**config.mk**
```make
export PLATFORM = sky130hd
export DESIGN_NAME = mgmt_uart_lane_arb
export DESIGN_NICKNAME = d
export VERILOG_FILES = /design/src/rtl/ltpi_pkg.sv /design/src/rtl/mgmt_uart_lane_fsm.sv /design/src/rtl/mgmt_uart_lane_arb.sv
export SDC_FILE = /design/constraint.sdc
export NUM_CORES = 1
export LEC_CHECK = 0
export CELL_PAD_IN_SITES_DETAIL_PLACEMENT = 2
export CELL_PAD_IN_SITES_GLOBAL_PLACEMENT = 2
export CORE_UTILIZATION = 38
export DETAILED_ROUTE_END_ITERATION = 10
export PLACE_DENSITY_LB_ADDON = 0.2
export SLEW_MARGIN = 20
export SYNTH_ARGS = -nofsm -noshare
export SYNTH_HDL_FRONTEND = slang
export SYNTH_HIERARCHICAL = 1
export SYNTH_SLANG_ARGS = --single-unit
```
**constraint.sdc**
```tcl
create_clock -name clk -period 3.9 [get_ports clk]
set_clock_uncertainty 0.1 [all_clocks]
set_input_delay 0.78 -clock clk [delete_from_list [all_inputs] [get_ports clk]]
set_output_delay 0.78 -clock clk [all_outputs]
set_load 0.005 [all_outputs]
```
**src/rtl/ltpi_pkg.sv**
```systemverilog
// Shared LTPI definitions: UART lane FSM states, UART idle line levels and
// the port-id width helper used by the lane arbiter.
package ltpi_pkg;

    typedef enum logic [1:0] {
        L_IDLE   = 2'd0,
        L_ACTIVE = 2'd1,
        L_DRAIN  = 2'd2
    } lane_state_t;

    localparam logic UART_IDLE_TXD = 1'b1;
    localparam logic UART_IDLE_RTS = 1'b0;
    localparam logic UART_IDLE_RXD = 1'b1;
    localparam logic UART_IDLE_CTS = 1'b0;

    // Width of a port index; never narrower than one bit.
    function automatic int unsigned id_width(input int unsigned n);
        return (n <= 2) ? 1 : $clog2(n);
    endfunction

endpackage

```
**src/rtl/mgmt_uart_lane_fsm.sv**
```systemverilog
// Per-lane ownership FSM with saturating idle-frame counter.
// IDLE -> ACTIVE on grant; ACTIVE -> DRAIN after IDLE_FRAMES quiet frames;
// DRAIN -> IDLE on the next frame tick unless activity pulls it back.
module mgmt_uart_lane_fsm
    import ltpi_pkg::*;
#(
    parameter int unsigned IDLE_FRAMES = 256,
    parameter int unsigned IDW         = 2
) (
    input  logic            clk_i,
    input  logic            rst_ni,
    input  logic            kill_i,          // link loss or owner disabled
    input  logic            grant_i,
    input  logic [IDW-1:0]  grant_id_i,
    input  logic            frame_tick_i,
    input  logic            owner_rxd_i,     // synced rxd of the owning port
    input  logic            owner_cts_chg_i, // synced cts of the owner toggled
    input  logic            lane_txd_i,
    input  logic            lane_rts_i,
    output lane_state_t     state_o,
    output logic [IDW-1:0]  owner_o
);

    localparam int unsigned    CW      = $clog2(IDLE_FRAMES + 1);
    localparam logic [CW-1:0]  CntLast = CW'(IDLE_FRAMES - 1);
    localparam logic [CW-1:0]  CntMax  = CW'(IDLE_FRAMES);

    lane_state_t    state_q, state_d;
    logic [CW-1:0]  cnt_q, cnt_d;
    logic [IDW-1:0] owner_q, owner_d;
    logic           rts_prev_q, rts_prev_d;
    logic           activity;

    // Next-state, idle counter and owner capture.
    always_comb begin
        state_d    = state_q;
        cnt_d      = cnt_q;
        owner_d    = owner_q;
        rts_prev_d = lane_rts_i;
        activity   = ~owner_rxd_i | ~lane_txd_i | owner_cts_chg_i | (lane_rts_i != rts_prev_q);

        unique case (state_q)
            L_IDLE: begin
                if (grant_i) begin
                    state_d = L_ACTIVE;
                    cnt_d   = '0;
                    owner_d = grant_id_i;
                end
            end
            L_ACTIVE: begin
                if (kill_i) begin
                    state_d = L_IDLE;
                end else if (activity) begin
                    cnt_d = '0;
                end else if (frame_tick_i) begin
                    if (cnt_q == CntLast) begin
                        state_d = L_DRAIN;
                    end else if (cnt_q != CntMax) begin
                        cnt_d = cnt_q + CW'(1);
                    end
                end
            end
            L_DRAIN: begin
                if (kill_i) begin
                    state_d = L_IDLE;
                end else if (activity) begin
                    state_d = L_ACTIVE;
                    cnt_d   = '0;
                end else if (frame_tick_i) begin
                    state_d = L_IDLE;
                end
            end
            default: state_d = L_IDLE;
        endcase
    end

    // State register.
    always_ff @(posedge clk_i or negedge rst_ni) begin
        if (!rst_ni) begin
            state_q    <= L_IDLE;
            cnt_q      <= '0;
            owner_q    <= '0;
            rts_prev_q <= UART_IDLE_RTS;
        end else begin
            state_q    <= state_d;
            cnt_q      <= cnt_d;
            owner_q    <= owner_d;
            rts_prev_q <= rts_prev_d;
        end
    end

    assign state_o = state_q;
    assign owner_o = owner_q;

endmodule

```
**src/rtl/mgmt_uart_lane_arb.sv**
```systemverilog
// Arbitrates the LTPI frame UART lanes between local UART ports.
// A port claims the lowest free lane on its start bit (round-robin among
// pending ports) and keeps it until the lane FSM times it out.
// Optional build macro MGMT_UART_ARB_STATS_EN adds per-port deny counters.
module mgmt_uart_lane_arb
    import ltpi_pkg::*;
#(
    parameter int unsigned NUM_PORTS   = 4,
    parameter int unsigned NUM_LANES   = 2,
    parameter int unsigned IDLE_FRAMES = 256,
    localparam int unsigned IDW        = id_width(NUM_PORTS)
) (
    input  logic                     clk,
    input  logic                     reset_n,
    input  logic                     link_operational,
    input  logic                     frame_tick,
    input  logic [NUM_PORTS-1:0]     port_en,
    input  logic [NUM_PORTS-1:0]     port_rxd,
    input  logic [NUM_PORTS-1:0]     port_cts,
    output logic [NUM_PORTS-1:0]     port_txd,
    output logic [NUM_PORTS-1:0]     port_rts,
    output logic [NUM_LANES-1:0]     lane_rxd,
    output logic [NUM_LANES-1:0]     lane_cts,
    input  logic [NUM_LANES-1:0]     lane_txd,
    input  logic [NUM_LANES-1:0]     lane_rts,
    output logic [NUM_LANES-1:0]     lane_grant_vld,
`ifdef MGMT_UART_ARB_STATS_EN
    output logic [NUM_PORTS*8-1:0]   deny_cnt,
`endif
    output logic [NUM_LANES*IDW-1:0] lane_grant_id
);

    // s1/s2 form the synchronizer; d1/d2 delay the synced level so the
    // start bit that triggers a request still reaches the lane after grant.
    logic [NUM_PORTS-1:0] rxd_s1_q, rxd_s2_q, rxd_d1_q, rxd_d2_q;
    logic [NUM_PORTS-1:0] rxd_s1_d, rxd_s2_d, rxd_d1_d, rxd_d2_d;
    logic [NUM_PORTS-1:0] cts_s1_q, cts_s2_q, cts_d1_q, cts_d2_q;
    logic [NUM_PORTS-1:0] cts_s1_d, cts_s2_d, cts_d1_d, cts_d2_d;

    logic [NUM_PORTS-1:0] pending_q, pending_d;
    logic [IDW-1:0]       rr_ptr_q, rr_ptr_d;
    logic [NUM_PORTS-1:0] port_txd_q, port_txd_d;
    logic [NUM_PORTS-1:0] port_rts_q, port_rts_d;

    lane_state_t          lane_state [NUM_LANES];
    logic [IDW-1:0]       lane_owner [NUM_LANES];
    logic [NUM_LANES-1:0] lane_idle, first_idle, lane_grant, lane_kill;
    logic [NUM_LANES-1:0] owner_rxd, owner_cts_chg, owner_en, owner_rxd_dly, owner_cts_dly;
    logic [NUM_PORTS-1:0] owned, req, pend_vec, cand;
    logic                 found, any_free, do_grant;
    logic [IDW-1:0]       winner;
    int unsigned          idx;

    // Synchronizer and delay line next-state.
    always_comb begin
        rxd_s1_d = port_rxd;
        rxd_s2_d = rxd_s1_q;
        rxd_d1_d = rxd_s2_q;
        rxd_d2_d = rxd_d1_q;
        cts_s1_d = port_cts;
        cts_s2_d = cts_s1_q;
        cts_d1_d = cts_s2_q;
        cts_d2_d = cts_d1_q;
    end

    // Ownership map and per-lane view of the owning port.
    always_comb begin
        owned         = '0;
        lane_idle     = '0;
        owner_rxd     = '1;
        owner_cts_chg = '0;
        owner_en      = '0;
        owner_rxd_dly = '1;
        owner_cts_dly = '0;
        lane_kill     = '0;
        for (int l = 0; l < NUM_LANES; l++) begin
            lane_idle[l] = (lane_state[l] == L_IDLE);
            for (int p = 0; p < NUM_PORTS; p++) begin
                if (lane_owner[l] == IDW'(p)) begin
                    owner_rxd[l]     = rxd_s2_q[p];
                    owner_cts_chg[l] = cts_s2_q[p] ^ cts_d1_q[p];
                    owner_en[l]      = port_en[p];
                    owner_rxd_dly[l] = rxd_d2_q[p];
                    owner_cts_dly[l] = cts_d2_q[p];
                    if (!lane_idle[l]) begin
                        owned[p] = 1'b1;
                    end
                end
            end
            lane_kill[l] = ~link_operational | ~owner_en[l];
        end
    end

    // Request capture and round-robin arbitration onto the lowest idle lane.
    always_comb begin
        req      = rxd_d1_q & ~rxd_s2_q & port_en & ~owned & {NUM_PORTS{link_operational}};
        pend_vec = pending_q | req;
        cand     = pend_vec & port_en & ~owned;

        found  = 1'b0;
        winner = '0;
        idx    = 0;
        for (int i = 0; i < NUM_PORTS; i++) begin
            idx = (32'(rr_ptr_q) + 32'(i)) % NUM_PORTS;
            if (!found && cand[idx]) begin
                found  = 1'b1;
                winner = IDW'(idx);
            end
        end

        any_free   = 1'b0;
        first_idle = '0;
        for (int l = 0; l < NUM_LANES; l++) begin
            if (!any_free && lane_idle[l]) begin
                any_free      = 1'b1;
                first_idle[l] = 1'b1;
            end
        end

        do_grant   = found & any_free & link_operational;
        lane_grant = do_grant ? first_idle : '0;

        pending_d = pend_vec & port_en;
        for (int p = 0; p < NUM_PORTS; p++) begin
            if (do_grant && winner == IDW'(p)) begin
                pending_d[p] = 1'b0;
            end
        end

        rr_ptr_d = rr_ptr_q;
        if (do_grant) begin
            rr_ptr_d = (32'(winner) == NUM_PORTS - 1) ? '0 : winner + IDW'(1);
        end

        if (!link_operational) begin
            pending_d = '0;
            rr_ptr_d  = '0;
        end
    end

    // Port-side outputs, registered; link loss and disable idle them at once.
    always_comb begin
        port_txd_d = {NUM_PORTS{UART_IDLE_TXD}};
        port_rts_d = {NUM_PORTS{UART_IDLE_RTS}};
        for (int p = 0; p < NUM_PORTS; p++) begin
            for (int l = 0; l < NUM_LANES; l++) begin
                if (link_operational && port_en[p] && !lane_idle[l] &&
                    lane_owner[l] == IDW'(p)) begin
                    port_rts_d[p] = lane_rts[l];
                    port_txd_d[p] = (lane_state[l] == L_ACTIVE) ? lane_txd[l] : UART_IDLE_TXD;
                end
            end
        end
    end

    // Lane-side outputs and grant status.
    always_comb begin
        lane_rxd       = {NUM_LANES{UART_IDLE_RXD}};
        lane_cts       = {NUM_LANES{UART_IDLE_CTS}};
        lane_grant_vld = ~lane_idle;
        lane_grant_id  = '0;
        for (int l = 0; l < NUM_LANES; l++) begin
            if (lane_state[l] == L_ACTIVE) begin
                lane_rxd[l] = owner_rxd_dly[l];
            end
            if (!lane_idle[l]) begin
                lane_cts[l]               = owner_cts_dly[l];
                lane_grant_id[l*IDW +: IDW] = lane_owner[l];
            end
        end
    end

    // Synchronizers, arbiter state and registered port outputs.
    always_ff @(posedge clk or negedge reset_n) begin
        if (!reset_n) begin
            rxd_s1_q   <= '1;
            rxd_s2_q   <= '1;
            rxd_d1_q   <= '1;
            rxd_d2_q   <= '1;
            cts_s1_q   <= '0;
            cts_s2_q   <= '0;
            cts_d1_q   <= '0;
            cts_d2_q   <= '0;
            pending_q  <= '0;
            rr_ptr_q   <= '0;
            port_txd_q <= {NUM_PORTS{UART_IDLE_TXD}};
            port_rts_q <= {NUM_PORTS{UART_IDLE_RTS}};
        end else begin
            rxd_s1_q   <= rxd_s1_d;
            rxd_s2_q   <= rxd_s2_d;
            rxd_d1_q   <= rxd_d1_d;
            rxd_d2_q   <= rxd_d2_d;
            cts_s1_q   <= cts_s1_d;
            cts_s2_q   <= cts_s2_d;
            cts_d1_q   <= cts_d1_d;
            cts_d2_q   <= cts_d2_d;
            pending_q  <= pending_d;
            rr_ptr_q   <= rr_ptr_d;
            port_txd_q <= port_txd_d;
            port_rts_q <= port_rts_d;
        end
    end

    assign port_txd = port_txd_q;
    assign port_rts = port_rts_q;

    for (genvar l = 0; l < NUM_LANES; l++) begin : g_lane
        mgmt_uart_lane_fsm #(
            .IDLE_FRAMES (IDLE_FRAMES),
            .IDW         (IDW)
        ) u_fsm (
            .clk_i           (clk),
            .rst_ni          (reset_n),
            .kill_i          (lane_kill[l]),
            .grant_i         (lane_grant[l]),
            .grant_id_i      (winner),
            .frame_tick_i    (frame_tick),
            .owner_rxd_i     (owner_rxd[l]),
            .owner_cts_chg_i (owner_cts_chg[l]),
            .lane_txd_i      (lane_txd[l]),
            .lane_rts_i      (lane_rts[l]),
            .state_o         (lane_state[l]),
            .owner_o         (lane_owner[l])
        );
    end

`ifdef MGMT_UART_ARB_STATS_EN
    logic [NUM_PORTS*8-1:0] deny_q, deny_d;

    // Count requests that arrive while no lane is idle; saturate at 255.
    always_comb begin
        deny_d = deny_q;
        for (int p = 0; p < NUM_PORTS; p++) begin
            if (!link_operational) begin
                deny_d[p*8 +: 8] = 8'h00;
            end else if (req[p] && lane_idle == '0 && deny_q[p*8 +: 8] != 8'hFF) begin
                deny_d[p*8 +: 8] = deny_q[p*8 +: 8] + 8'h01;
            end
        end
    end

    // Deny counter register.
    always_ff @(posedge clk or negedge reset_n) begin
        if (!reset_n) begin
            deny_q <= '0;
        end else begin
            deny_q <= deny_d;
        end
    end

    assign deny_cnt = deny_q;
`endif

endmodule

```
After elaboration in Yosys (flattened, before gate mapping) --
Index checks and enable logic that the tools add are counted.
Cells by class: multiplexer cells 140, reduce and logical (&&, ||, !) cells 47, $mul 0, shift-type cells 0, divide/modulo/power cells 0, $add $sub $neg 6, bitwise gates (word level) 31, $lt $le $gt $ge 4, equal/unequal tests 42
Operators with widths (number):
- 9-bit two-way mux | 16
- 1-bit two-way mux | 90
- 9-bit case mux with 3 select lines | 2
- 2-bit two-way mux | 25
- 1-bit logical AND | 28
- 4-bit bitwise AND | 6
- 3-bit by 2-bit != test with 1-bit output (second input constant) | 8
- 9-bit by 1-bit adder with 9-bit output (second input constant) | 2
- 9-bit by 8-bit == test with 1-bit output (second input constant) | 2
- 9-bit != test (second input constant) | 2
- 2-bit == test (second input constant) | 8
- 8-bit AND reduction | 2
- 2-bit by 3-bit less-than comparator with 1-bit output (second input constant) | 4
- 3-bit by 1-bit != test with 1-bit output (second input constant) | 4
- 2-bit case mux with 3 select lines | 2
- 2-bit by 1-bit == test with 1-bit output (second input constant) | 5
- 2-bit zero test | 5
- 2-bit by 1-bit != test with 1-bit output (second input constant) | 5
- 5-bit AND reduction | 2
- 1-bit binary-select mux with 2-bit select | 4
- 2-bit != test (second input constant) | 4
- 4-bit by 2-bit != test with 1-bit output (second input constant) | 2
- 4-bit NOT | 2
- 1-bit bitwise OR | 8
- other kinds (12) | 32
Word-level totals: input bits 20, memory bits (read-only) 0, memory bits (writable) 0, flip-flop bits (word level) 74, bits in latches 0, memories kept 0, word-level logic and storage cells 290

Logic depth before layout (Yosys ltp) --
depth after elaboration 28, gate-level depth with buffers 13, depth with buffers taken out 11

Hierarchy --
Netlist, hierarchy kept.
By module, submodules not included:
- mgmt_uart_lane_arb | area an instance 2285.9 um^2, instances 1, cells an instance 179
- mgmt_uart_lane_fsm (g_lane[1].u_fsm) | area an instance 883.3 um^2, instances 1, cells an instance 86
- mgmt_uart_lane_fsm (g_lane[0].u_fsm) | area an instance 797.0 um^2, instances 1, cells an instance 87

Worst setup path after synthesis --
OpenSTA, ideal clock, no wires.
path kind reg-to-reg, start reg g_lane[1].u_fsm.state_q[1], end reg g_lane[0].u_fsm.cnt_q[5], arrival time 2627 ps, stages on the path, launching flop included 12, setup slack 1070 ps, setup time 104 ps, cell sequence dfrtp_1 o211a_1 a31oi_2 nand3_4 a41o_2 nor2_1 or3b_4 o21ai_2 o22ai_2 or2_0 buf_2 o41ai_2
On the way: cells in the longest elaborated chain, start to end 26, elaborated cells between the ends (all ways) 40, those cells by class 1 x eq/ne; 22 x mux; 8 x bitwise; 9 x reduce/logical
Ends and longest elaborated chain:
- start: declaration | line mgmt_uart_lane_fsm.sv:28 | lane_state_t state_q, state_d;
- start signal: assignment | line mgmt_uart_lane_fsm.sv:85 | state_q <= state_d;
- 2-bit zero test (*) | line mgmt_uart_lane_arb.sv:77 | lane_idle[l] = (lane_state[l] == L_IDLE);
- 1-bit two-way mux | line mgmt_uart_lane_arb.sv:85 | if (!lane_idle[l]) begin
- 1-bit two-way mux | line mgmt_uart_lane_arb.sv:79 | if (lane_owner[l] == IDW'(p)) begin
- 4-bit NOT | line mgmt_uart_lane_arb.sv:96, mgmt_uart_lane_arb.sv:98
- 4-bit bitwise AND (2 in series) | line mgmt_uart_lane_arb.sv:96 | req = rxd_d1_q & ~rxd_s2_q & port_en & ~owned & {NUM_PORTS{link_operational}};
- 4-bit bitwise OR | line mgmt_uart_lane_arb.sv:97 | pend_vec = pending_q | req;
- 4-bit bitwise AND (2 in series) | line mgmt_uart_lane_arb.sv:98 | cand = pend_vec & port_en & ~owned;
- 1-bit binary-select mux with 2-bit select | line mgmt_uart_lane_arb.sv:105 | if (!found && cand[idx]) begin
- [... 8 more ...]
- 1-bit zero test | line mgmt_uart_lane_arb.sv:105
- 1-bit logical AND | line mgmt_uart_lane_arb.sv:105
- 1-bit two-way mux | line mgmt_uart_lane_arb.sv:105
- 1-bit bitwise AND (*) (2 in series) | line mgmt_uart_lane_arb.sv:120 | do_grant = found & any_free & link_operational;
- 2-bit two-way mux (*) | line mgmt_uart_lane_arb.sv:121 | lane_grant = do_grant ? first_idle : '0;
- named net lane_grant[0] | line mgmt_uart_lane_arb.sv:47 | logic [NUM_LANES-1:0] lane_idle, first_idle, lane_grant, lane_kill;
- 2-bit by 1-bit != test with 1-bit output (no source line) (*)
- 8-bit AND reduction (no source line) (*)
- end signal: assignment | line mgmt_uart_lane_fsm.sv:86 | cnt_q <= cnt_d;
- end: declaration | line mgmt_uart_lane_fsm.sv:29 | logic [CW-1:0] cnt_q, cnt_d;
Mark *: on every way through the listed nets, which the timed path passes. The rest lies on a longest branch. The select of a mux whose other input is x is not followed. A chain may end at the register's enable or synchronous reset.

Worst setup path after layout --
start reg g_lane[0].u_fsm.owner_q[0], end out lane_rxd[0]
On the way: cells in the longest elaborated chain, start to end 6, elaborated cells between the ends (all ways) 9, those cells by class 3 x eq/ne; 5 x mux; 1 x reduce/logical
Ends and longest elaborated chain:
- start: declaration | line mgmt_uart_lane_fsm.sv:30 | logic [IDW-1:0] owner_q, owner_d;
- start signal: assignment | line mgmt_uart_lane_fsm.sv:87 | owner_q <= owner_d;
- 2-bit zero test | line mgmt_uart_lane_arb.sv:79
- 1-bit two-way mux (3 in series) | line mgmt_uart_lane_arb.sv:79
- 1-bit two-way mux (*) | line mgmt_uart_lane_arb.sv:79
- 1-bit two-way mux (*) | line mgmt_uart_lane_arb.sv:163 | if (lane_state[l] == L_ACTIVE) begin
- end: declaration | line mgmt_uart_lane_arb.sv:22 | output logic [NUM_LANES-1:0] lane_rxd,
Every way passes the cells marked *; elsewhere a longest branch is shown, timed or not.

==> impl_metrics.yaml <==
outcome:
  outcome: "finished clean"
clock_network:
  resized_after_cts: 0
  tritoncts_sinks: 74
  cts.root.buffer_cell: "sky130_fd_sc_hd__clkbuf_8"
  post_cts_hold_buffer_count: 0
  cts_tree: "yes"
  clk_latency_ps: 360
  clk_transition_reported_paths_ps: 80
  post-cts-setup-buffers: 0
  cts_inserted_buffers: 9
  cts_max_path_bufs: 2
  h-tree-depth: 3
route:
  post_drt_via_cell_ratio: 5.62
  highest-signal-layer: "met4"
  drt_pre_antenna_iters: 4
  vias: 3010
  wl_met3_um: 302
  drt_drc_violations_left: 0
  routed_wl_um: 10700
  drtAntennaViolNets: 0
  wl_met2_um: 5040
  met1Wirelength_um: 5130
  initialDrtViolationCount: 128
  routed_wire_length_per_instance_um: 19.9
global_route:
  grt_first_pass_wirelength_um: 17700
  grt_max_degree: 75
  grtUsageTotal: 0.212
  first_global_vias: 3233
  grt_antenna_before_repair: 0
  grt-ovfl-total: 0
worst_setup_path:
  cp_slowest_cell: "sky130_fd_sc_hd__dfrtp_1"
  timing.critical_path.cells: "mux4_2 -> or3b_2 -> clkdlybuf4s50_1"
  critical_path_peak_fanout: 14
  worst_path_dominant_cell_family: "flip-flops"
  cp.required_ps: 3020
  maximum_single_stage_delay_on_the_critical_path_ps: 780
  critPathKind: "register to primary output"
  worst_setup_path_start_kind: "register"
  cp_data_arrival_time_ps: 2660
  critPathCaptureType: "primary output"
  worst-path-buf-inv: 1
sta:
  hold_slack_ps: 255
  post-route-min-period_ps: 3540
  timing.final.max_slew_violations: 0
  rsz0062_at_grt: "false"
  fin_setup_tns_ps: 0
  layout_worst_path_cycle_share: 0.907
  max_clock_freq_ghz: 0.283
  worst_pin_slew_ps: 943
  slew_headroom: 0.371
  timing.final.hold_violations: 0
  setup_viol: 0
layout:
  largest_register_ffs: 18
  antennaDiodeCount: 0
  final_layout_size_suffix_gt1_frac: 0.233
  layout-area-overhead-vs-synth_pct: 17.4
  final_core_utilization: 0.468
  final_nets: 428
  final_cells: 536
  registers.top_by_ff_count: "g_lane.u_fsm/cnt_q"
logic_synthesis:
  synth_xor_area_frac: 0.0151
  synth.ff_latch_count: 74
  synth-warning-count: 6
  instance_count_of_the_mapped_netlist: 352
  syn_area_um2: 3970
  post_synth_fa_ha_maj_area_fraction: 0.0315
  synth-edff-count: 0
  yosys.cell_types.count: 75
  seq_area_frac_synth: 0.473
  synthFlopType: "sky130_fd_sc_hd__dfrtp_1"
  post_synth_and_or_nand_nor_area_fraction: 0.201
  yosys-mux-area-fraction: 0.0814
  syn_area_per_cell_um2: 11.3
  combinational_family_with_the_most_area_after_synthesis: "simple AND/OR/NAND/NOR gates"
  synth_compound_gate_area_share: 0.163
  synth_async_sr_flop_share: 1.00
  synthesis.nets: 382
power:
  fin_total_pwr_mw: 1.99
  power_leakage_nw: 1.95
  cellPowerDensity_nw_per_um2: 428
  power.ir.vdd_worst_v: 0.000198
die:
  die_h_um: 104
  starting_density_of_the_core: 0.398
  core-area_um2: 9950
  die_area_um2: 10900
  fp.dieW_um: 104
  top_level_ports: 38
  core.rowCount: 36
flow_run:
  maxCapViolCount: 0
placed_design:
  gp_congestion: 0.774
  half_perimeter_wire_length_after_placement_um: 7770
  post-place-cells: 520
  buffer_ports.inserted: 37
min_path:
  min_path_type: "register to register"
[area by class of cell]
class / instances / area (um^2)
inverters: 18 / 67.6
flip-flops and latches: 74 / 1880
clock inverters: 6 / 41.3
repair buffers: 43 / 413
fillers: 1038 / 5300
clock buffers: 10 / 138
well taps: 133 / 166
multi-input cells: 252 / 1950
[metal layers]
metal | vias up | GRT usage
li1 | 1383 | -
met2 | 57 | 0.339
met3 | 14 | 0.0420
met1 | 1556 | 0.289
met5 | - | 0
met4 | 0 | 0.0714
[logic make-up (layout without fill, tap and decap cells)]
group                    Yosys count  in the layout
AND/OR/NAND/NOR                  136            136
AO/OA/AOI/OAI                     82             82
flip-flops                        74             74
buffers and inverters             26             77
multiplexers                      18             18
adder cells (fa/ha/maj)           10             10
XOR/XNOR                           6              6
[cell usage after synthesis (all sizes together), types with 3 or more instances]
cell    instances  area (um^2)
nand3          23          145
buf             5         37.5
a21oi          16         80.1
a31oi           5         37.5
clkbuf          3         31.3
nor2           25         98.8
nand4           4         25.0
and3            8         52.6
or3b            6         55.1
nor2b           6         37.5
inv            18         67.6
and2            6         40.0
dfrtp          54         1350
ha             10          125
a21o            5         42.5
nor4            3         33.8
dfstp          20          526
o31ai           3         22.5
nor3b           5         42.5
a211oi          6         50.1
mux2i           6         60.1
mux4           10          240
a22oi           9         95.1
o21ai          20          111
nor3            4         31.3
nand2b          5         31.3
xor2            5         51.3
nand2          32          120
[power breakdown]
part	switching [mW]	leakage (nW)	internal (mW)
Combinational	0.273	0.941	0.239
Sequential	0.0924	0.915	0.831
Clock	0.308	0.0926	0.248
Total	0.674	1.95	1.32
[path summary, 6_finish.rpt]
kind	cells past startpoint	slack [ps]	endpoint	startpoint
worst max-delay path	3	360	lane_rxd[0]	g_lane[0].u_fsm/owner_o[0]$_DFFE_PN0P_
worst min register to register	0	250	cts_d1_d[2]$_DFF_PN0_	cts_s1_q[2]$_DFF_PN0_
max in group asynchronous	1	2630	pending_q[1]$_DFF_PN0_	reset_n
min in group asynchronous	1	460	port_rts[0]$_DFF_PN0_	reset_n
worst min-delay path	0	250	cts_d1_d[2]$_DFF_PN0_	cts_s1_q[2]$_DFF_PN0_
worst max register to register	10	540	g_lane[0].u_fsm/cnt_q[5]$_DFFE_PN0P_	g_lane[0].u_fsm/owner_o[0]$_DFFE_PN0P_
[layout by cell type, fill, tap and decap left out, drive strengths merged, types with 7 or more instances in the layout]
cell	Yosys	final
a21oi	16	16
a22oi	9	9
and3	8	8
buf	5	7
clkbuf	3	10
clkdlybuf4s50	0	36
dfrtp	54	54
dfstp	20	20
ha	10	10
inv	18	19
mux4	10	10
nand2	32	32
nand3	23	23
nor2	25	25
o21ai	20	20
[metrics by stage]
step / cell area, um^2 / setup slack (ps)
final: 4660 / 363
after global routing: 4660 / 225
after CTS: 4660 / 329
after detailed placement: 4480 / 61.5
after global placement: 4480 / 232
after floorplan: 3970 / 1070
Note: power is estimated with default switching activity, not from simulation.
==> edit: new RTL, config.mk and constraints unchanged <==
Put one more register stage on the output `port_txd`, without a reset. The value now appears one clock later. The other outputs are not delayed to match.
--- a/src/rtl/mgmt_uart_lane_arb.sv
+++ b/src/rtl/mgmt_uart_lane_arb.sv
@@ -201,7 +201,9 @@
         end
     end
 
-    assign port_txd = port_txd_q;
+    always_ff @(posedge clk) begin
+        port_txd <= port_txd_q;
+    end
     assign port_rts = port_rts_q;
 
     for (genvar l = 0; l < NUM_LANES; l++) begin : g_lane
Check against the original RTL: same outputs for any inputs over 4 cycles, from zero or initial values and one cycle with reset_n low; that may be too few to reach the edited logic, so the function may still have changed.
==> edit against the original RTL <==
- final area up 2.3%
- sequential power up 5.1%
- setup slack better by 0.082 ns
- worst hold slack better by 0.0011 ns
- final cell count up 1.3%
- routed wire length up 3.6%
- first-iteration DRC count down 30%
- sequential cell count up 4
- area after synthesis up 2.0%
- power up 6.7%
- largest cell class is now registers
==> edit: results (changes against the original RTL) <==
The largest net degree at the start of global routing came out at 75 (unchanged). The endpoint identified for the worst register-to-register timing path is g_lane[0].u_fsm/cnt_q[5]. The total placed instance area is 4560 µm² (+1.9%).

The slew at the pin closest to its max-slew limit came to 0.964 ns (+0.0212 ns). By area the synthesized netlist is led by sky130_fd_sc_hd__dfrtp_1, sky130_fd_sc_hd__dfstp_2, sky130_fd_sc_hd__mux4_2, sky130_fd_sc_hd__ha_1, sky130_fd_sc_hd__nand2_1. The wire length per cell came to 20.3 µm (+2.2%). The weighted congestion reported at the end of routability-driven placement is 0.820 (+5.9%).

The post-CTS setup-driven buffer insertion count is 0 (unchanged). The endpoint arrival time on the critical path was 2.57 ns (-0.09 ns). The count of cells along the worst hold path came out at 0 (unchanged).

The maximum root-to-sink buffer count is 2 (unchanged). The average size of a mapped cell is 11.4 µm² (+0.87%). The worst ir drop on vdd came to 0.206 mV (+3.7%). The post-synthesis xor/xnor area fraction was 1.48% (-0.030 points). The H-tree level count is 3 (unchanged). The residual DRC count came out at 0 (unchanged).

The worst reg-to-reg path cell count came out at 10 (unchanged). The net count after synthesis is 386 (+1.0%). The number of global-route vias before repair came to 3367 (+4.1%). The unique cell type count in the Yosys netlist was 76 (+1.3%). The run finished with clean final reports. The number of violations reported at the end of detailed-routing iteration 0 came to 89 (-30%). The global-route wire length before repair is 18400 µm (+3.9%).

The net total in the final layout came out at 432 (+0.93%). The layer flagged by global routing as most heavily used is met2. The worst reg-to-reg setup slack is 0.60 ns (+0.06 ns). The startpoint identified for the worst hold timing path is cts_s1_q[1].

The leakage component of the power came to 0.00199 µW (+2.2%). The root buffer cell chosen for the clock tree is sky130_fd_sc_hd__clkbuf_8. The commonest cells after synthesis are sky130_fd_sc_hd__dfrtp_1, sky130_fd_sc_hd__nand2_1, sky130_fd_sc_hd__nor2_1, sky130_fd_sc_hd__dfstp_2, sky130_fd_sc_hd__nand3_1. The global routing met2 resource utilization was 35.1% (+1.2 points). The largest driver fanout on the critical path was 10 (-4). The number of antenna violations at the first check in global routing came to 0 (unchanged). The largest incremental delay on the critical path is 0.67 ns (-0.11 ns). The total routing resource utilization after global routing is 21.7% (+0.50 points).

The count of inserted antenna diode cells is 0 (unchanged). The clock latency on the worst-skew pair came out at 0.35 ns. The met1 demand-to-capacity share in global routing came out at 30.2% (+1.3 points). The final HPWL from detailed placement came out at 7980 µm (+2.6%). The post-synthesis mux area share came out at 7.98% (-0.16 points). The filler-free cell count of the finished design was 543 (+1.3%).

The number of placed cells counting well taps was 527 (+1.3%). The global routing usage on met3 came out at 3.24% (-0.95 points). In this run the critical register-to-register path is launched from g_lane[1].u_fsm/state_o[1]. The flip-flop count of the largest register after layout is 18 (unchanged). The worst hold path terminates at cts_d1_d[1]. The adder-cell area share of the yosys netlist was 3.09% (-0.062 points).

The compound-cell area share of the yosys netlist was 16.0% (-0.32 points). The per-cell via count in the routed design is 5.57 (-0.80%). The sequential element share of the synthesized area was 48.4% (+1.0 points).

The share of flip-flops with an asynchronous set or reset is 94.9% (-5.1 points). The ratio of cells with drive above 1 in the final layout came to 23.1% (-0.23 points).
[edit: cell count changes after synthesis, sizes merged]
cell	delta
dfxtp	+4
[edit: routing by layer]
metal,vias to the layer above,routed length [µm]
met1,1567,5380
li1,1397,-
met2,50,5310
met4,0,136
met5,-,0
met3,11,223
[edit: power by group]
part	leakage [µW]	internal, µW	switching (µW)
clock network	0.000102	305	332
logic	0.000941	243	276
registers	0.000947	872	98.0
[edit: layout make-up]
cell class              count  area (µm²)
well taps                 136         170
flip-flops and latches     78        1960
repair buffers             43         413
multi-input cells         252        1950
clock buffers               9         124
inverters                  18        67.6
clock inverters             7        80.1
fillers                  1056        5560
[edit: kinds of logic after synthesis]
| logic type | Yosys count |
|---|---|
| flip-flops | 78 |
| adder cells (fa/ha/maj) | 10 |
| buffers and inverters | 26 |
| multiplexers | 18 |
| AND/OR/NAND/NOR | 136 |
| XOR/XNOR | 6 |
| AO/OA/AOI/OAI | 82 |
[edit: per-stage QoR]
step	hold WS [ns]	power, µW	worst slack [ns]	util [%]
6_report	0.256	2130	0.445	46.2
5_1_grt	0.251	2240	0.297	46.2
4_1_cts	0.254	2150	0.426	46.2
3_5_place_dp	0.239	1500	0.106	44.2
3_3_place_gp	0.231	1480	0.342	44.2
2_1_floorplan	0.231	1320	1.07	-
[edit: worst max path at each step]
stage,startpoint,end,slack (ns),depth (start not counted)
3_3_place_gp,link_operational,g_lane[0].u_fsm/cnt_q[5],0.34,11
4_1_cts,g_lane[1].u_fsm/owner_o[0],lane_rxd[1],0.43,3
5_1_grt,port_en[1],g_lane[1].u_fsm/cnt_q[8],0.30,10
6_report,g_lane[1].u_fsm/owner_o[0],lane_rxd[1],0.45,3
3_5_place_dp,port_en[1],g_lane[0].u_fsm/cnt_q[5],0.11,11
2_1_floorplan,g_lane[1].u_fsm/state_o[1],g_lane[0].u_fsm/cnt_q[5],1.07,11
